`src/rtl/pic_cmd_sequencer.sv`:
```
// PIC CPU-side command sequencer: synchronises bus strobes, walks the ICW init sequence, decodes OCWs.
// Define PIC_READBACK_EN to build the status read path (dout/bus_oe and the IRR/ISR read-select).
module pic_cmd_sequencer #(
    parameter int SYNC_STAGES = 2
) (
    input  logic       clk,
    input  logic       rst,
    input  logic       cs_n,
    input  logic       wr_n,
    input  logic       rd_n,
    input  logic       a0,
    input  logic [7:0] din,
    input  logic [7:0] irr_in,
    input  logic [7:0] isr_in,
    output logic [7:0] dout,
    output logic       bus_oe,
    output logic [7:0] imr,
    output logic [4:0] vec_base,
    output logic       ltim,
    output logic       sngl,
    output logic [7:0] icw3,
    output logic       aeoi,
    output logic       init_done,
    output logic       ocw2_stb,
    output logic [7:0] ocw2_cmd
);

    localparam logic [2:0] ST_UNINIT    = 3'd0;
    localparam logic [2:0] ST_WAIT_ICW2 = 3'd1;
    localparam logic [2:0] ST_WAIT_ICW3 = 3'd2;
    localparam logic [2:0] ST_WAIT_ICW4 = 3'd3;
    localparam logic [2:0] ST_READY     = 3'd4;

    // Synchroniser lanes packed as {a0, rd_n, wr_n, cs_n}; strobes idle high.
    localparam logic [3:0] SYNC_IDLE = 4'b0111;

    logic [3:0] sync_reg [SYNC_STAGES];

    generate
        for (genvar gi = 0; gi < SYNC_STAGES; gi++) begin : g_sync
            if (gi == 0) begin : g_first
                always_ff @(posedge clk or posedge rst) begin
                    if (rst) sync_reg[gi] <= SYNC_IDLE;
                    else     sync_reg[gi] <= {a0, rd_n, wr_n, cs_n};
                end
            end else begin : g_next
                always_ff @(posedge clk or posedge rst) begin
                    if (rst) sync_reg[gi] <= SYNC_IDLE;
                    else     sync_reg[gi] <= sync_reg[gi-1];
                end
            end
        end
    endgenerate

    logic s_cs_n, s_wr_n, s_rd_n, s_a0;
    assign s_cs_n = sync_reg[SYNC_STAGES-1][0];
    assign s_wr_n = sync_reg[SYNC_STAGES-1][1];
    assign s_rd_n = sync_reg[SYNC_STAGES-1][2];
    assign s_a0   = sync_reg[SYNC_STAGES-1][3];

    logic [7:0] din_cap_reg;
    logic       a0_cap_reg;
    logic       cap_valid_reg;
    logic       wr_prev_reg;

    always_ff @(posedge clk or posedge rst) begin
        if (rst) begin
            din_cap_reg   <= 8'h00;
            a0_cap_reg    <= 1'b0;
            cap_valid_reg <= 1'b0;
            wr_prev_reg   <= 1'b1;
        end else begin
            wr_prev_reg <= s_wr_n;
            if (!s_wr_n && !s_cs_n) begin
                din_cap_reg   <= din;
                a0_cap_reg    <= s_a0;
                cap_valid_reg <= 1'b1;
            end else if (s_wr_n) begin
                cap_valid_reg <= 1'b0;
            end
        end
    end

    // A write takes effect on the rising wr_n edge, only if cs_n was low during the strobe.
    logic commit, is_icw1;
    assign commit  = s_wr_n && !wr_prev_reg && cap_valid_reg;
    assign is_icw1 = commit && !a0_cap_reg && din_cap_reg[4];

    logic [2:0] state_reg;
    logic [7:0] imr_reg, icw3_reg, ocw2_cmd_reg;
    logic [4:0] vec_base_reg;
    logic       ltim_reg, sngl_reg, ic4_reg, aeoi_reg, init_done_reg, ocw2_stb_reg;

    always_ff @(posedge clk or posedge rst) begin
        if (rst) begin
            state_reg     <= ST_UNINIT;
            imr_reg       <= 8'h00;
            vec_base_reg  <= 5'd0;
            ltim_reg      <= 1'b0;
            sngl_reg      <= 1'b0;
            ic4_reg       <= 1'b0;
            icw3_reg      <= 8'h00;
            aeoi_reg      <= 1'b0;
            init_done_reg <= 1'b0;
            ocw2_stb_reg  <= 1'b0;
            ocw2_cmd_reg  <= 8'h00;
        end else begin
            ocw2_stb_reg <= 1'b0;
            if (is_icw1) begin
                ltim_reg      <= din_cap_reg[3];
                sngl_reg      <= din_cap_reg[1];
                ic4_reg       <= din_cap_reg[0];
                imr_reg       <= 8'h00;
                icw3_reg      <= 8'h00;
                aeoi_reg      <= 1'b0;
                init_done_reg <= 1'b0;
                state_reg     <= ST_WAIT_ICW2;
            end else if (commit && a0_cap_reg) begin
                case (state_reg)
                    ST_WAIT_ICW2: begin
                        vec_base_reg <= din_cap_reg[7:3];
                        if (!sngl_reg) begin
                            state_reg <= ST_WAIT_ICW3;
                        end else if (ic4_reg) begin
                            state_reg <= ST_WAIT_ICW4;
                        end else begin
                            state_reg     <= ST_READY;
                            init_done_reg <= 1'b1;
                        end
                    end
                    ST_WAIT_ICW3: begin
                        icw3_reg <= din_cap_reg;
                        if (ic4_reg) begin
                            state_reg <= ST_WAIT_ICW4;
                        end else begin
                            state_reg     <= ST_READY;
                            init_done_reg <= 1'b1;
                        end
                    end
                    ST_WAIT_ICW4: begin
                        aeoi_reg      <= din_cap_reg[1];
                        state_reg     <= ST_READY;
                        init_done_reg <= 1'b1;
                    end
                    ST_READY: imr_reg <= din_cap_reg;
                    default: ;
                endcase
            end else if (commit && state_reg == ST_READY && din_cap_reg[4:3] == 2'b00) begin
                ocw2_cmd_reg <= din_cap_reg;
                ocw2_stb_reg <= 1'b1;
            end
        end
    end

    assign imr       = imr_reg;
    assign vec_base  = vec_base_reg;
    assign ltim      = ltim_reg;
    assign sngl      = sngl_reg;
    assign icw3      = icw3_reg;
    assign aeoi      = aeoi_reg;
    assign init_done = init_done_reg;
    assign ocw2_stb  = ocw2_stb_reg;
    assign ocw2_cmd  = ocw2_cmd_reg;

`ifdef PIC_READBACK_EN
    logic       is_ocw3;
    logic       rsel_reg;
    logic [7:0] dout_reg;

    assign is_ocw3 = commit && state_reg == ST_READY && !a0_cap_reg && din_cap_reg[4:3] == 2'b01;

    // rsel_reg: 1 selects ISR, 0 selects IRR for a0=0 reads.
    always_ff @(posedge clk or posedge rst) begin
        if (rst) begin
            rsel_reg <= 1'b0;
            dout_reg <= 8'h00;
        end else begin
            if (is_icw1)
                rsel_reg <= 1'b0;
            else if (is_ocw3 && din_cap_reg[1])
                rsel_reg <= din_cap_reg[0];
            dout_reg <= s_a0 ? imr_reg : (rsel_reg ? isr_in : irr_in);
        end
    end

    assign dout   = dout_reg;
    assign bus_oe = !s_rd_n && !s_cs_n && s_wr_n;
`else
    logic unused_readback;
    assign unused_readback = ^{s_rd_n, irr_in, isr_in};
    assign dout   = 8'h00;
    assign bus_oe = 1'b0;
`endif

endmodule

```
`config.mk`:
```
export PLATFORM = sky130hd
export DESIGN_NAME = pic_cmd_sequencer
export DESIGN_NICKNAME = d
export VERILOG_FILES = /design/src/rtl/pic_cmd_sequencer.sv
export SDC_FILE = /design/constraint.sdc
export NUM_CORES = 1
export LEC_CHECK = 0
export BUFFER_PORTS_ARGS = -buffer_cell sky130_fd_sc_hd__buf_2
export CAP_MARGIN = 20
export CORE_MARGIN = 2
export CORE_UTILIZATION = 31
export CTS_CLUSTER_SIZE = 14
export DETAILED_ROUTE_END_ITERATION = 6
export GPL_TIMING_DRIVEN = 0
export PLACE_DENSITY = 0.64
export SYNTH_ARGS = -nofsm -noshare
export SYNTH_HDL_FRONTEND = slang
export SYNTH_SLANG_ARGS = --single-unit
```
`constraint.sdc`:
```
create_clock -name clk -period 1.5 [get_ports clk]
set_input_delay 0.225 -clock clk [delete_from_list [all_inputs] [get_ports clk]]
set_output_delay 0.225 -clock clk [all_outputs]
set_load 0.1 [all_outputs]
```
* After elaboration in Yosys (flattened, before gate mapping)
Cells that the tools add are included.
** Word-level totals
- Register bits after elaboration :: 57
- Input port bits :: 30
- Output and inout bits :: 43
** Operators by class
- Equality and inequality tests :: 5
- Mux-type cells :: 24
- Bitwise gates (word level) :: 2
- Reduce and logical (&&, ||, !) cells :: 26
** Operators with widths (number)
- 8-bit 2-to-1 mux :: 6
- 1-bit 2-to-1 mux :: 12
- 3-bit 2-to-1 mux :: 4
- 2-bit nonzero test :: 5
- 3-bit case mux with 3 select lines :: 1
- 3-bit AND reduction :: 3
- 1-bit logical AND :: 8
- 2-bit AND reduction :: 4
- 3-bit by 2-bit equality test with 1-bit output (second input constant) :: 2
- 1-bit logical NOT :: 4
- 4-bit nonzero test :: 1
- 3-bit by 1-bit equality test with 1-bit output (second input constant) :: 1
- 3-bit equality test (second input constant) :: 1
- 3-bit != test (second input constant) :: 1
- 1-bit case mux with 3 select lines :: 1
- 2-bit logical NOT :: 1
- 1-bit inverter :: 2

* Logic depth before layout (Yosys ltp)
- Depth after elaboration :: 8
- Mapped depth :: 5

* Worst setup path after synthesis
Ideal clock, no wire load.
- Kind :: reg-to-reg
- Start point :: register sync_reg, in the netlist s_wr_n
- End point :: register vec_base_reg[0] (netlist: vec_base[0])
- Library setup time :: 125 ps
- Arrival :: 1518 ps
- Data required time :: 1375 ps
- Path slack :: -144 ps
- Stages on the path, launching flop included :: 5
- Path buffers :: 0
- Cell sequence :: dfstp_2 and4b_1 nand2b_1 nor2_1 mux2_2
** On the way
- Longest elaborated chain between the ends :: 6
** Ends and longest elaborated chain
- from (decl) :: line 37 : logic [3:0] sync_reg [SYNC_STAGES];
- from (signal, indexed assignment) :: line 49 : else sync_reg[gi] <= sync_reg[gi-1];
- 1-bit logical AND * (2 in series) :: line 86 : assign commit = s_wr_n && !wr_prev_reg && cap_valid_reg;
- 1-bit logical AND (2 in series) :: line 87 : assign is_icw1 = commit && !a0_cap_reg && din_cap_reg[4];
- 1-bit inverter (no line)
- 3-bit AND reduction (no line) *
- to (signal assigned) :: line 121 : vec_base_reg <= din_cap_reg[7:3];
- to (decl) :: line 91 : logic [4:0] vec_base_reg;
Mark *: on every way between the ends. The rest lies on a longest branch, timed or not.
A chain may end at the register's enable or synchronous reset.

* Worst setup path after layout
- Start point :: register sync_reg, in the netlist s_wr_n
- End point :: register icw3_reg[1] (netlist: icw3[1])
** On the way
- Longest elaborated chain between the ends :: 6
** Ends and longest elaborated chain
- 1-bit logical AND * (2 in series) :: line 86
- 1-bit logical AND (2 in series) :: line 87
- 2-bit nonzero test (no line)
- 2-bit AND reduction (no line)
- to (signal assigned) :: line 132 : icw3_reg <= din_cap_reg;
- to (decl) :: line 90 : logic [7:0] imr_reg, icw3_reg, ocw2_cmd_reg;
Marks and branches as above.

==> flow_summary.json <==
{
  "finalMaxSlewViolations": 0,
  "run_status": "complete, but fails checks",
  "initial_utilization": 0.320,
  "cts-root-buf": "sky130_fd_sc_hd__clkbuf_8",
  "drcViolationCount": 0,
  "fillCellCount": 667,
  "r2r_slack_ns": -0.11,
  "fin_ws_ns": -0.106,
  "post_synth_instance_area_um2": 2180,
  "drv.max_cap_violation_count": 0,
  "grt_use_total": 0.125,
  "worst_hold_path_type": "input port to flip-flop",
  "max_clock_buf_depth": 2,
  "die_y_um": 87.8,
  "hold_viol_final": 0,
  "crit_buf_inv": 1,
  "die_w_um": 87.8,
  "critical_path.slowest_cell": "sky130_fd_sc_hd__dfstp_2",
  "clk_latency_ns": 0.30,
  "mostFrequentLayoutCells": "sky130_fd_sc_hd__dfrtp_1 (49), sky130_fd_sc_hd__buf_2 (46), sky130_fd_sc_hd__nor2_1 (20)",
  "via_per_inst": 4.31,
  "grt_max_degree": 43,
  "floorplan_core_area_um2": 6790,
  "synth-edff-count": 0,
  "p_total_mw": 5.28,
  "crit_family": "simple AND/OR/NAND/NOR gates",
  "finalCriticalPeriod_ns": 1.61,
  "clkTransAtPathRegs_ns": 0.09,
  "postSynthRegisterBits": 55,
  "hpwlAfterDp_um": 3120,
  "synth_area_per_cell_um2": 12.7,
  "failed_checks": "setup timing",
  "achievable-frequency_ghz": 0.623,
  "final.setup_skew_ns": 0.0129,
  "multiInputGateArea_um2": 802,
  "layout_commonest_cell": "sky130_fd_sc_hd__dfrtp_1",
  "tritoncts": "done",
  "post_synth_num_cell_types": 28,
  "min_period_over_period": 1.07,
  "ctsHtreeMaxLevel": 2,
  "crit_required_ns": 1.69,
  "postSynth.topFlopCell": "sky130_fd_sc_hd__dfrtp_1",
  "fp.dieArea_um2": 7710,
  "first_pass_iters": 4,
  "hold_depth": 1,
  "final_routed_wire_length_divided_by_cell_count_um": 13.4,
  "crit_path_end_kind": "flip-flop",
  "slowest_delay_ns": 0.56,
  "vias_after_detailed_routing": 1448,
  "powerDensity_nw_per_um2": 1870,
  "ys_seq_area_frac": 0.635,
  "antenna_violations_before_repair": 0,
  "drive_gt1_frac": 0.446,
  "num_rows": 30,
  "postLayoutCellArea_um2": 2830,
  "async_reset_ff_frac": 1.00,
  "area_growth_pct": 30.1,
  "critPathArrivalTime_ns": 1.80,
  "grt_overflow": 0,
  "worst_setup_path_start_kind": "flip-flop",
  "gp_routability_congestion": 0.746,
  "crit_chain": "nand4b_1 > or4_1 > buf_6 > mux2i_1 > nor2_1",
  "cellLeakagePower_nw": 1.53,
  "cts.sink_count": 55,
  "vdd_drop_max_v": 0.000627,
  "postPlaceCellArea_um2": 2610,
  "drtIter0Drc": 93,
  "grt_first_pass_wirelength_um": 7410,
  "cp_num_cells": 5,
  "io_pins": 73,
  "setup_repair_after_global_routing_missed_its_margin": "yes",
  "critical_path_class": "flip-flop to flip-flop",
  "io_buf_count": 46,
  "worstPathMaxFanout": 10,
  "num_antenna_cells": 0,
  "finalNetCount": 269,
  "finalWirelength_um": 4510,
  "cts_inserted_buffers": 5,
  "synth_warnings": 0,
  "timing.setup.tns_ns": -1.12,
  "grt_pass1_vias": 1454,
  "reg2reg_depth": 5,
  "final-setup-viol-count": 14,
  "detail-route-antenna-nets": 0,
  "register_area_um2": 1380,
  "postSynthCellCount": 172
}
-- synth_stat cells (all sizes together) (2+ instances only) --
library cell	number	area share
nand3	5	0.011
dfstp	5	0.060
mux2i	14	0.064
buf	10	0.034
o21ai	6	0.014
nor2	22	0.038
a21oi	5	0.011
clkbuf	2	0.0034
inv	5	0.0086
dfrtp	50	0.57
and2	3	0.0086
mux2	19	0.098
nand2	12	0.021
nand2b	3	0.0086
-- stage by stage --
step | worst slack, ns | cells | util | hold WS (ns)
6_report | -0.106 | 336 | 0.417 | 0.0228
5_1_grt | -0.185 | 336 | 0.417 | 0.00369
2_1_floorplan | -0.0505 | 180 | - | 0.229
3_3_place_gp | -0.282 | 322 | 0.380 | 0.334
3_5_place_dp | -0.279 | 323 | 0.383 | 0.212
4_1_cts | -0.120 | 335 | 0.414 | 0.00707
-- worst register-to-register path, cell delays in order (launching register included) --
cell	delay, ns
sky130_fd_sc_hd__dfstp_2	0.56
sky130_fd_sc_hd__nand4b_1	0.14
sky130_fd_sc_hd__or4_1	0.44
sky130_fd_sc_hd__buf_6	0.18
sky130_fd_sc_hd__mux2i_1	0.15
sky130_fd_sc_hd__nor2_1	0.05
-- final timing paths --
check	startpoint	endpoint
max in group asynchronous	rst	sync_reg[4]
worst min register to register	sync_reg[7]	s_a0
worst max-delay path	s_wr_n	icw3[1]
worst max register to register	s_wr_n	icw3[1]
worst min-delay path	cs_n	sync_reg[4]
min in group asynchronous	rst	s_a0
-- layer usage --
metal | track usage | up-vias | share of wire
li1 | - | 699 | -
met1 | 0.167 | 701 | 0.45
met2 | 0.196 | 44 | 0.48
met3 | 0.0358 | 4 | 0.067
met4 | 0.0434 | 0 | 0.010
met5 | 0 | - | 0
-- power by group --
group	internal (mW)	switching [mW]	total [mW]	leakage [nW]
clock	0.498	0.468	0.965	0.0581
combinational	0.467	1.83	2.29	0.767
sequential	1.77	0.257	2.02	0.707
-- repair_timing --
action / 4_1_cts / 5_1_grt
hold buffers: 1 / 0
endpoints found under the hold margin: 13 / 0
gates resized for setup: 17 / 4
pin swaps: 1 / 2
setup buffers: 3 / 1
setup endpoints to repair: 44 / 30
-- logic make-up after synthesis --
group,Yosys count,synth area share
flops,55,0.635
simple gates,52,0.116
mux,33,0.163
buf+inv,17,0.0465
compound gates,13,0.0339
xor+xnor,1,0.00402
other cells,1,0.00172
-- area by class of cell --
cell class,instances,area share
Clock inverter,3,0.0155
Sequential cell,55,0.489
Buffer,12,0.0354
Clock buffer,5,0.0243
Timing Repair Buffer,52,0.103
Tap cell,96,0.0424
Inverter,5,0.00795
Multi-Input combinational cell,108,0.283
No activity file was read; power rests on OpenSTA's default activity.
